$ cat config.mk
export PLATFORM = sky130hd
export DESIGN_NAME = tone_reg_sequencer
export DESIGN_NICKNAME = d
export VERILOG_FILES = /design/src/rtl/tone_reg_sequencer_pkg.sv /design/src/rtl/reg_write_fifo.sv /design/src/rtl/tone_reg_sequencer.sv
export SDC_FILE = /design/constraint.sdc
export NUM_CORES = 1
export LEC_CHECK = 0
export ABC_AREA = 1
export CAP_MARGIN = 20
export CORE_ASPECT_RATIO = 0.8
export CORE_UTILIZATION = 24
export CTS_BUF_LIST = sky130_fd_sc_hd__clkbuf_4 sky130_fd_sc_hd__clkbuf_8 sky130_fd_sc_hd__clkbuf_16
export DETAILED_ROUTE_END_ITERATION = 10
export PLACE_DENSITY = 0.46
export SLEW_MARGIN = 30
export SYNTH_ARGS = -nofsm -noshare
export SYNTH_HDL_FRONTEND = slang
export SYNTH_SLANG_ARGS = --single-unit
export TNS_END_PERCENT = 50
$ cat constraint.sdc
create_clock -name clk_in -period 6.4 [get_ports clk_in]
set_input_delay 0.64 -clock clk_in [delete_from_list [all_inputs] [get_ports clk_in]]
set_output_delay 0.64 -clock clk_in [all_outputs]
set_load 0.03 [all_outputs]
$ cat src/rtl/tone_reg_sequencer_pkg.sv
// Shared definitions for the tone register sequencer: packet fields,
// assembly FSM states and datapath widths.
package tone_reg_sequencer_pkg;

  localparam int MASTER_COUNT_W = 10;
  localparam int ADDR_W         = 4;
  localparam int REG_DATA_W     = 16;
  localparam int WORD_W         = ADDR_W + REG_DATA_W;

  // Header byte: address in the low nibble, upper nibble reserved.
  localparam int HDR_ADDR_LSB = 0;
  localparam int HDR_ADDR_MSB = 3;

  // Header address that is consumed locally as a sticky-flag clear.
  localparam logic [ADDR_W-1:0] CMD_CLEAR_ADDR = 4'hF;

  typedef enum logic [1:0] {
    S_HDR = 2'd0,
    S_HI  = 2'd1,
    S_LO  = 2'd2
  } asm_state_t;

endpackage

$ cat src/rtl/reg_write_fifo.sv
// Synchronous FIFO holding assembled {addr, data} register writes.
// A push into a full FIFO is accepted only when a pop happens in the same cycle.
module reg_write_fifo #(
  parameter int DEPTH = 4,
  parameter int WIDTH = 20
) (
  input  logic                     i_clk,
  input  logic                     i_rst_n,
  input  logic                     i_push,
  input  logic [WIDTH-1:0]         i_wdata,
  input  logic                     i_pop,
  output logic [WIDTH-1:0]         o_rdata,
  output logic                     o_full,
  output logic                     o_empty,
  output logic [$clog2(DEPTH):0]   o_level
);

  localparam int PTR_W = $clog2(DEPTH);

  logic [WIDTH-1:0] r_mem [DEPTH];
  logic [PTR_W-1:0] r_wr_ptr;
  logic [PTR_W-1:0] r_rd_ptr;
  logic [PTR_W:0]   r_level;
  logic             w_wr_en;
  logic             w_rd_en;

  assign o_full  = (r_level == DEPTH[PTR_W:0]);
  assign o_empty = (r_level == '0);
  assign o_level = r_level;
  assign o_rdata = r_mem[r_rd_ptr];

  assign w_rd_en = i_pop & ~o_empty;
  assign w_wr_en = i_push & (~o_full | w_rd_en);

  // Storage array; contents are don't-care until written.
  always_ff @(posedge i_clk) begin
    if (w_wr_en) r_mem[r_wr_ptr] <= i_wdata;
  end

  // Pointer and occupancy tracking; reset empties the FIFO.
  always_ff @(posedge i_clk or negedge i_rst_n) begin
    if (!i_rst_n) begin
      r_wr_ptr <= '0;
      r_rd_ptr <= '0;
      r_level  <= '0;
    end else begin
      if (w_wr_en) r_wr_ptr <= r_wr_ptr + PTR_W'(1);
      if (w_rd_en) r_rd_ptr <= r_rd_ptr + PTR_W'(1);
      case ({w_wr_en, w_rd_en})
        2'b10:   r_level <= r_level + (PTR_W+1)'(1);
        2'b01:   r_level <= r_level - (PTR_W+1)'(1);
        default: r_level <= r_level;
      endcase
    end
  end

endmodule

$ cat src/rtl/tone_reg_sequencer.sv
// Host-side controller: master slot counter, 3-byte packet assembly,
// write FIFO and safe-window issue of register writes to the datapath.
module tone_reg_sequencer
  import tone_reg_sequencer_pkg::*;
#(
  parameter int FIFO_DEPTH = 4,
  parameter int SAFE_START = 16
) (
  input  logic                      clk_in,
  input  logic                      reset_n_in,
  input  logic                      host_strobe_in,
  input  logic                      host_first_in,
  input  logic [7:0]                host_byte_in,
  output logic [MASTER_COUNT_W-1:0] master_count_out,
  output logic [ADDR_W-1:0]         addr_out,
  output logic [REG_DATA_W-1:0]     data_out,
  output logic                      data_valid_out,
  output logic                      busy_out,
  output logic                      overflow_out,
  output logic                      resync_out
);

  localparam int LVL_W = $clog2(FIFO_DEPTH) + 1;
  localparam logic [MASTER_COUNT_W-1:0] SAFE_START_C = MASTER_COUNT_W'(SAFE_START);

  asm_state_t                r_state;
  logic [ADDR_W-1:0]         r_hdr_addr;
  logic [7:0]                r_hi_byte;
  logic [MASTER_COUNT_W-1:0] r_count;
  logic                      r_overflow;
  logic                      r_resync;
  logic                      r_busy;
  logic                      r_valid;
  logic [ADDR_W-1:0]         r_addr;
  logic [REG_DATA_W-1:0]     r_data;

  logic                      w_hdr_strobe;
  logic                      w_data_strobe;
  logic                      w_is_clear;
  logic                      w_push;
  logic [WORD_W-1:0]         w_push_word;
  logic [MASTER_COUNT_W-1:0] w_count_next;
  logic                      w_pop;
  logic                      w_push_acc;
  logic                      w_drop;
  logic                      w_open_next;
  logic [LVL_W-1:0]          w_level;
  logic [LVL_W-1:0]          w_level_next;
  logic [WORD_W-1:0]         w_fifo_rdata;
  logic                      w_fifo_full;
  logic                      w_fifo_empty;

  assign w_hdr_strobe  = host_strobe_in & host_first_in;
  assign w_data_strobe = host_strobe_in & ~host_first_in;
  assign w_is_clear    = w_hdr_strobe &
                         (host_byte_in[HDR_ADDR_MSB:HDR_ADDR_LSB] == CMD_CLEAR_ADDR);
  assign w_push        = w_data_strobe & (r_state == S_LO);
  assign w_push_word   = {r_hdr_addr, r_hi_byte, host_byte_in};

  // The pop decision looks at the count that will be shown next to the write.
  assign w_count_next  = r_count + MASTER_COUNT_W'(1);
  assign w_pop         = ~w_fifo_empty & (w_count_next >= SAFE_START_C);
  assign w_push_acc    = w_push & (~w_fifo_full | w_pop);
  assign w_drop        = w_push & w_fifo_full & ~w_pop;
  assign w_level_next  = w_level + LVL_W'(w_push_acc) - LVL_W'(w_pop);

  // A packet is still open after this edge unless it ends or never starts.
  assign w_open_next   = host_strobe_in
                         ? (host_first_in ? ~w_is_clear : (r_state == S_HI))
                         : (r_state != S_HDR);

  reg_write_fifo #(
    .DEPTH (FIFO_DEPTH),
    .WIDTH (WORD_W)
  ) u_fifo (
    .i_clk   (clk_in),
    .i_rst_n (reset_n_in),
    .i_push  (w_push),
    .i_wdata (w_push_word),
    .i_pop   (w_pop),
    .o_rdata (w_fifo_rdata),
    .o_full  (w_fifo_full),
    .o_empty (w_fifo_empty),
    .o_level (w_level)
  );

  // Free-running frame slot counter, wraps 1023 -> 0.
  always_ff @(posedge clk_in or negedge reset_n_in) begin
    if (!reset_n_in) r_count <= '0;
    else             r_count <= w_count_next;
  end

  // Packet assembly FSM; a header always restarts assembly.
  always_ff @(posedge clk_in or negedge reset_n_in) begin
    if (!reset_n_in) begin
      r_state    <= S_HDR;
      r_hdr_addr <= '0;
      r_hi_byte  <= '0;
    end else if (host_strobe_in) begin
      if (host_first_in) begin
        r_hdr_addr <= host_byte_in[HDR_ADDR_MSB:HDR_ADDR_LSB];
        r_state    <= w_is_clear ? S_HDR : S_HI;
      end else begin
        case (r_state)
          S_HDR:   r_state <= S_HDR;
          S_HI: begin
            r_hi_byte <= host_byte_in;
            r_state   <= S_LO;
          end
          S_LO:    r_state <= S_HDR;
          default: r_state <= S_HDR;
        endcase
      end
    end
  end

  // Sticky error flags; the local clear command takes priority over any set.
  always_ff @(posedge clk_in or negedge reset_n_in) begin
    if (!reset_n_in) begin
      r_overflow <= 1'b0;
      r_resync   <= 1'b0;
    end else if (w_is_clear) begin
      r_overflow <= 1'b0;
      r_resync   <= 1'b0;
    end else begin
      if (w_drop)                             r_overflow <= 1'b1;
      if (w_hdr_strobe && r_state != S_HDR)   r_resync   <= 1'b1;
    end
  end

  // Busy reflects the state that holds after this edge.
  always_ff @(posedge clk_in or negedge reset_n_in) begin
    if (!reset_n_in) r_busy <= 1'b0;
    else             r_busy <= w_open_next | (w_level_next != '0);
  end

  // Datapath write port; address and data hold between writes.
  always_ff @(posedge clk_in or negedge reset_n_in) begin
    if (!reset_n_in) begin
      r_valid <= 1'b0;
      r_addr  <= '0;
      r_data  <= '0;
    end else begin
      r_valid <= w_pop;
      if (w_pop) begin
        r_addr <= w_fifo_rdata[WORD_W-1:REG_DATA_W];
        r_data <= w_fifo_rdata[REG_DATA_W-1:0];
      end
    end
  end

  assign master_count_out = r_count;
  assign addr_out         = r_addr;
  assign data_out         = r_data;
  assign data_valid_out   = r_valid;
  assign busy_out         = r_busy;
  assign overflow_out     = r_overflow;
  assign resync_out       = r_resync;

endmodule

==> flow_metrics.py <==
metrics = {
    "logic_synthesis": {
        "synth_ff_type": "edfxtp_1",
        "synth_fp_nets": 493,
        "ys_top_cells_by_area": "edfxtp_1 44%, dfrtp_1 25%, nand2_1 6.2%",
        "ys_types": 31,
        "avgSynthCellArea_um2": 11.7,
        "yosysSeqAreaShare": 0.687,
        "synthTopCellsByCount": "91 x nand2_1, 80 x edfxtp_1, 55 x dfrtp_1",
        "yosysWarnings": 0,
        "synth.top_cell.area_share": 0.437,
        "synth_top_cell_by_area": "edfxtp_1",
        "synth_cells": 471,
        "synth-seq-cells": 135,
        "synth_area_um2": 5500,
        "synth-edff-count": 80,
        "async_flop_share": 0.407,
        "yosysMostFrequentCell": "nand2_1",
    },
    "worst_setup_path": {
        "reg2reg_from": "master_count_out[0]",
        "critPathLaunch": "master_count_out[0]",
        "reg2regPathDepth": 17,
        "path_class": "reg2reg",
        "cp-endpoint": "u_fifo.o_level[2]",
        "r2r_slack_ns": 3.33,
        "crit_fanout": 24,
        "end_kind": "register",
        "crit_path_start_kind": "register",
        "required_ns": 6.69,
        "r2r-end": "u_fifo.o_level[2]",
        "worstPathArrival_ns": 3.36,
    },
    "floorplan": {
        "core_area_um2": 22500,
        "die_x_um": 171,
        "io_pins": 46,
        "die_h_um": 137,
        "row_count": 49,
        "die-area_um2": 23500,
        "start_util": 0.244,
    },
    "place": {
        "port_buffers": 45,
        "dp_hpwl_mm": 7.27,
        "placed_cells": 811,
        "place_congestion": 0.733,
        "dpl_cell_area_um2": 6270,
    },
    "global_route": {
        "grt_max_degree": 56,
        "antenna_found_initial": 0,
        "grt_pass1_wl_mm": 19.4,
        "gr-total-overflow": 0,
        "grt_usage": 0.113,
        "grt_pass1_vias": 3519,
    },
    "drt": {
        "wl_met2_mm": 5.61,
        "ant_nets": 0,
        "avgRoutedWirePerCell_um": 14.5,
        "highest_layer": "met4",
        "wirelength_mm": 12.2,
        "wl_met1_mm": 6.03,
        "drtPass1Iterations": 4,
        "drt_iter0_drc": 284,
        "viasPerCell": 4.10,
        "drc_errors": 0,
        "via_count": 3454,
        "wl_met3_um": 451,
    },
    "timing": {
        "fin_crit_ns": 3.07,
        "hold_violations": 0,
        "tns_ns": 0,
        "fin_skew_ns": 0.00762,
        "worstMarginPinSlew_ns": 0.887,
        "maxSlewHeadroom": 0.409,
        "slew_viol_final": 0,
        "fmax_ghz": 0.326,
        "period_share": 0.479,
        "setup_viol": 0,
        "grt_setup_unrepaired": "no",
    },
    "status": {
        "status": "finished clean",
    },
    "worst_hold_path": {
        "hold_path.class": "in2async",
    },
    "clock_network": {
        "cts_setup_buffers": 0,
        "htree_levels": 4,
        "insertion_delay_ns": 0.42,
        "cts_tree": "done",
        "cts_buffers": 17,
        "clock_sinks": 135,
        "post_cts_resized": 0,
        "clk_pin_slew_ns": 0.06,
        "clock_path_buffers": 2,
        "cts-root-buf": "clkbuf_16",
        "ctsHoldBuffers": 0,
    },
    "cells_and_area": {
        "n_antenna_cell": 0,
        "nFillCells": 2276,
        "final_util": 0.307,
        "finalNonFillerCells": 843,
        "register_area_um2": 3780,
        "nNetsFinal": 546,
        "area_growth_pct": 25.5,
        "final_area_um2": 6900,
        "layout-drive-gt1-share": 0.138,
        "multi_input_area_um2": 1480,
    },
    "pwr": {
        "finalPower_mw": 3.12,
        "p_leak_nw": 2.73,
        "vdd_drop_max_mv": 0.142,
        "powerDensity_nw_per_um2": 452,
    },
    "run": {
        "max_cap_viol_count": 0,
    },
}
per-stage QoR:
step | worst slack, ns | hold slack (ns)
finish | 3.33 | 0.397
global placement | 3.27 | 0.464
floorplan | 3.63 | 0.344
CTS | 3.31 | 0.431
detailed placement | 3.17 | 0.466
global route | 2.97 | 0.473
final cells by class:
| class | count | area share |
|---|---|---|
| Timing Repair Buffer | 52 | 0.0721 |
| Clock inverter | 10 | 0.0221 |
| Clock buffer | 22 | 0.0689 |
| Sequential cell | 135 | 0.547 |
| Inverter | 36 | 0.0199 |
| Multi-Input combinational cell | 282 | 0.214 |
| Tap cell | 306 | 0.0555 |
per-layer routing:
metal | up-vias | GRT usage
met5 | - | 0
met3 | 11 | 0.0279
met1 | 1669 | 0.147
li1 | 1697 | -
met2 | 77 | 0.179
met4 | 0 | 0.0501
how the worst min path moves through the flow:
stage,start,to,slack [ns],depth (start not counted)
2_1_floorplan,reset_n_in,addr_out[0],0.34,0
3_3_place_gp,addr_out[1],addr_out[1],0.46,2
3_5_place_dp,data_out[14],data_out[14],0.47,2
4_1_cts,reset_n_in,busy_out,0.43,2
5_1_grt,reset_n_in,u_fifo.o_level[2],0.47,2
6_report,reset_n_in,master_count_out[7],0.40,2
power breakdown:
part / switching, mW / internal [mW] / leakage, nW
sequential: 0.101 / 1.07 / 1.38
combinational: 0.581 / 0.334 / 1.03
clock: 0.354 / 0.682 / 0.316
state kept, by name, summed over array words and instances (netlist names):
name,flops
u_fifo.r_mem,80
addr_out,4
u_fifo.r_wr_ptr,2
overflow_out,1
data_valid_out,1
resync_out,1
u_fifo.o_level,3
busy_out,1
data_out,16
u_fifo.r_rd_ptr,2
master_count_out,10
r_hdr_addr,4
r_hi_byte,8
r_state,2
logic make-up (layout without fill, tap and decap cells):
kind of cell	count (synthesis)	after routing	synth area share
AOI/OAI and AO/OA	78	78	0.0760
xor gates and xnor gates	6	6	0.00956
adders and majority gates	10	10	0.0255
buffers and inverters	54	120	0.0441
DFF	135	135	0.687
muxes	5	5	0.0102
and+or+nand+nor	183	183	0.147
layout by cell type (no fill, tap or decap), drive strengths merged, types with 3 or more instances in the layout:
cell           netlist  layout
nand2              109     109
bufinv               0       4
dfrtp               55      55
nor2                57      57
edfxtp              80      80
o21ai               54      54
buf                  6       8
inv                 36      36
nand3               12      12
mux2                 5       5
clkinv               0       6
ha                   8       8
a21oi                3       3
o22ai               20      20
xnor2                4       4
clkbuf              12      22
clkdlybuf4s50        0      44
worst max-delay path, cell delays in order (launching register included):
cell and delay [ns]:
dfrtp_1 0.42, ha_1 0.20, nand2_1 0.10, nor2_2 0.13, nand2_1 0.06, nand2_1 0.05
nand2_1 0.08, nand2_1 0.09, nor2_2 0.04, nand2_2 0.09, nand2_4 0.21, inv_4 0.36
ha_1 0.22, inv_1 0.07, fa_1 0.39, a21oi_1 0.16, o21ai_0 0.11, xor2_1 0.16
No activity file was read; power rests on OpenSTA's default activity.
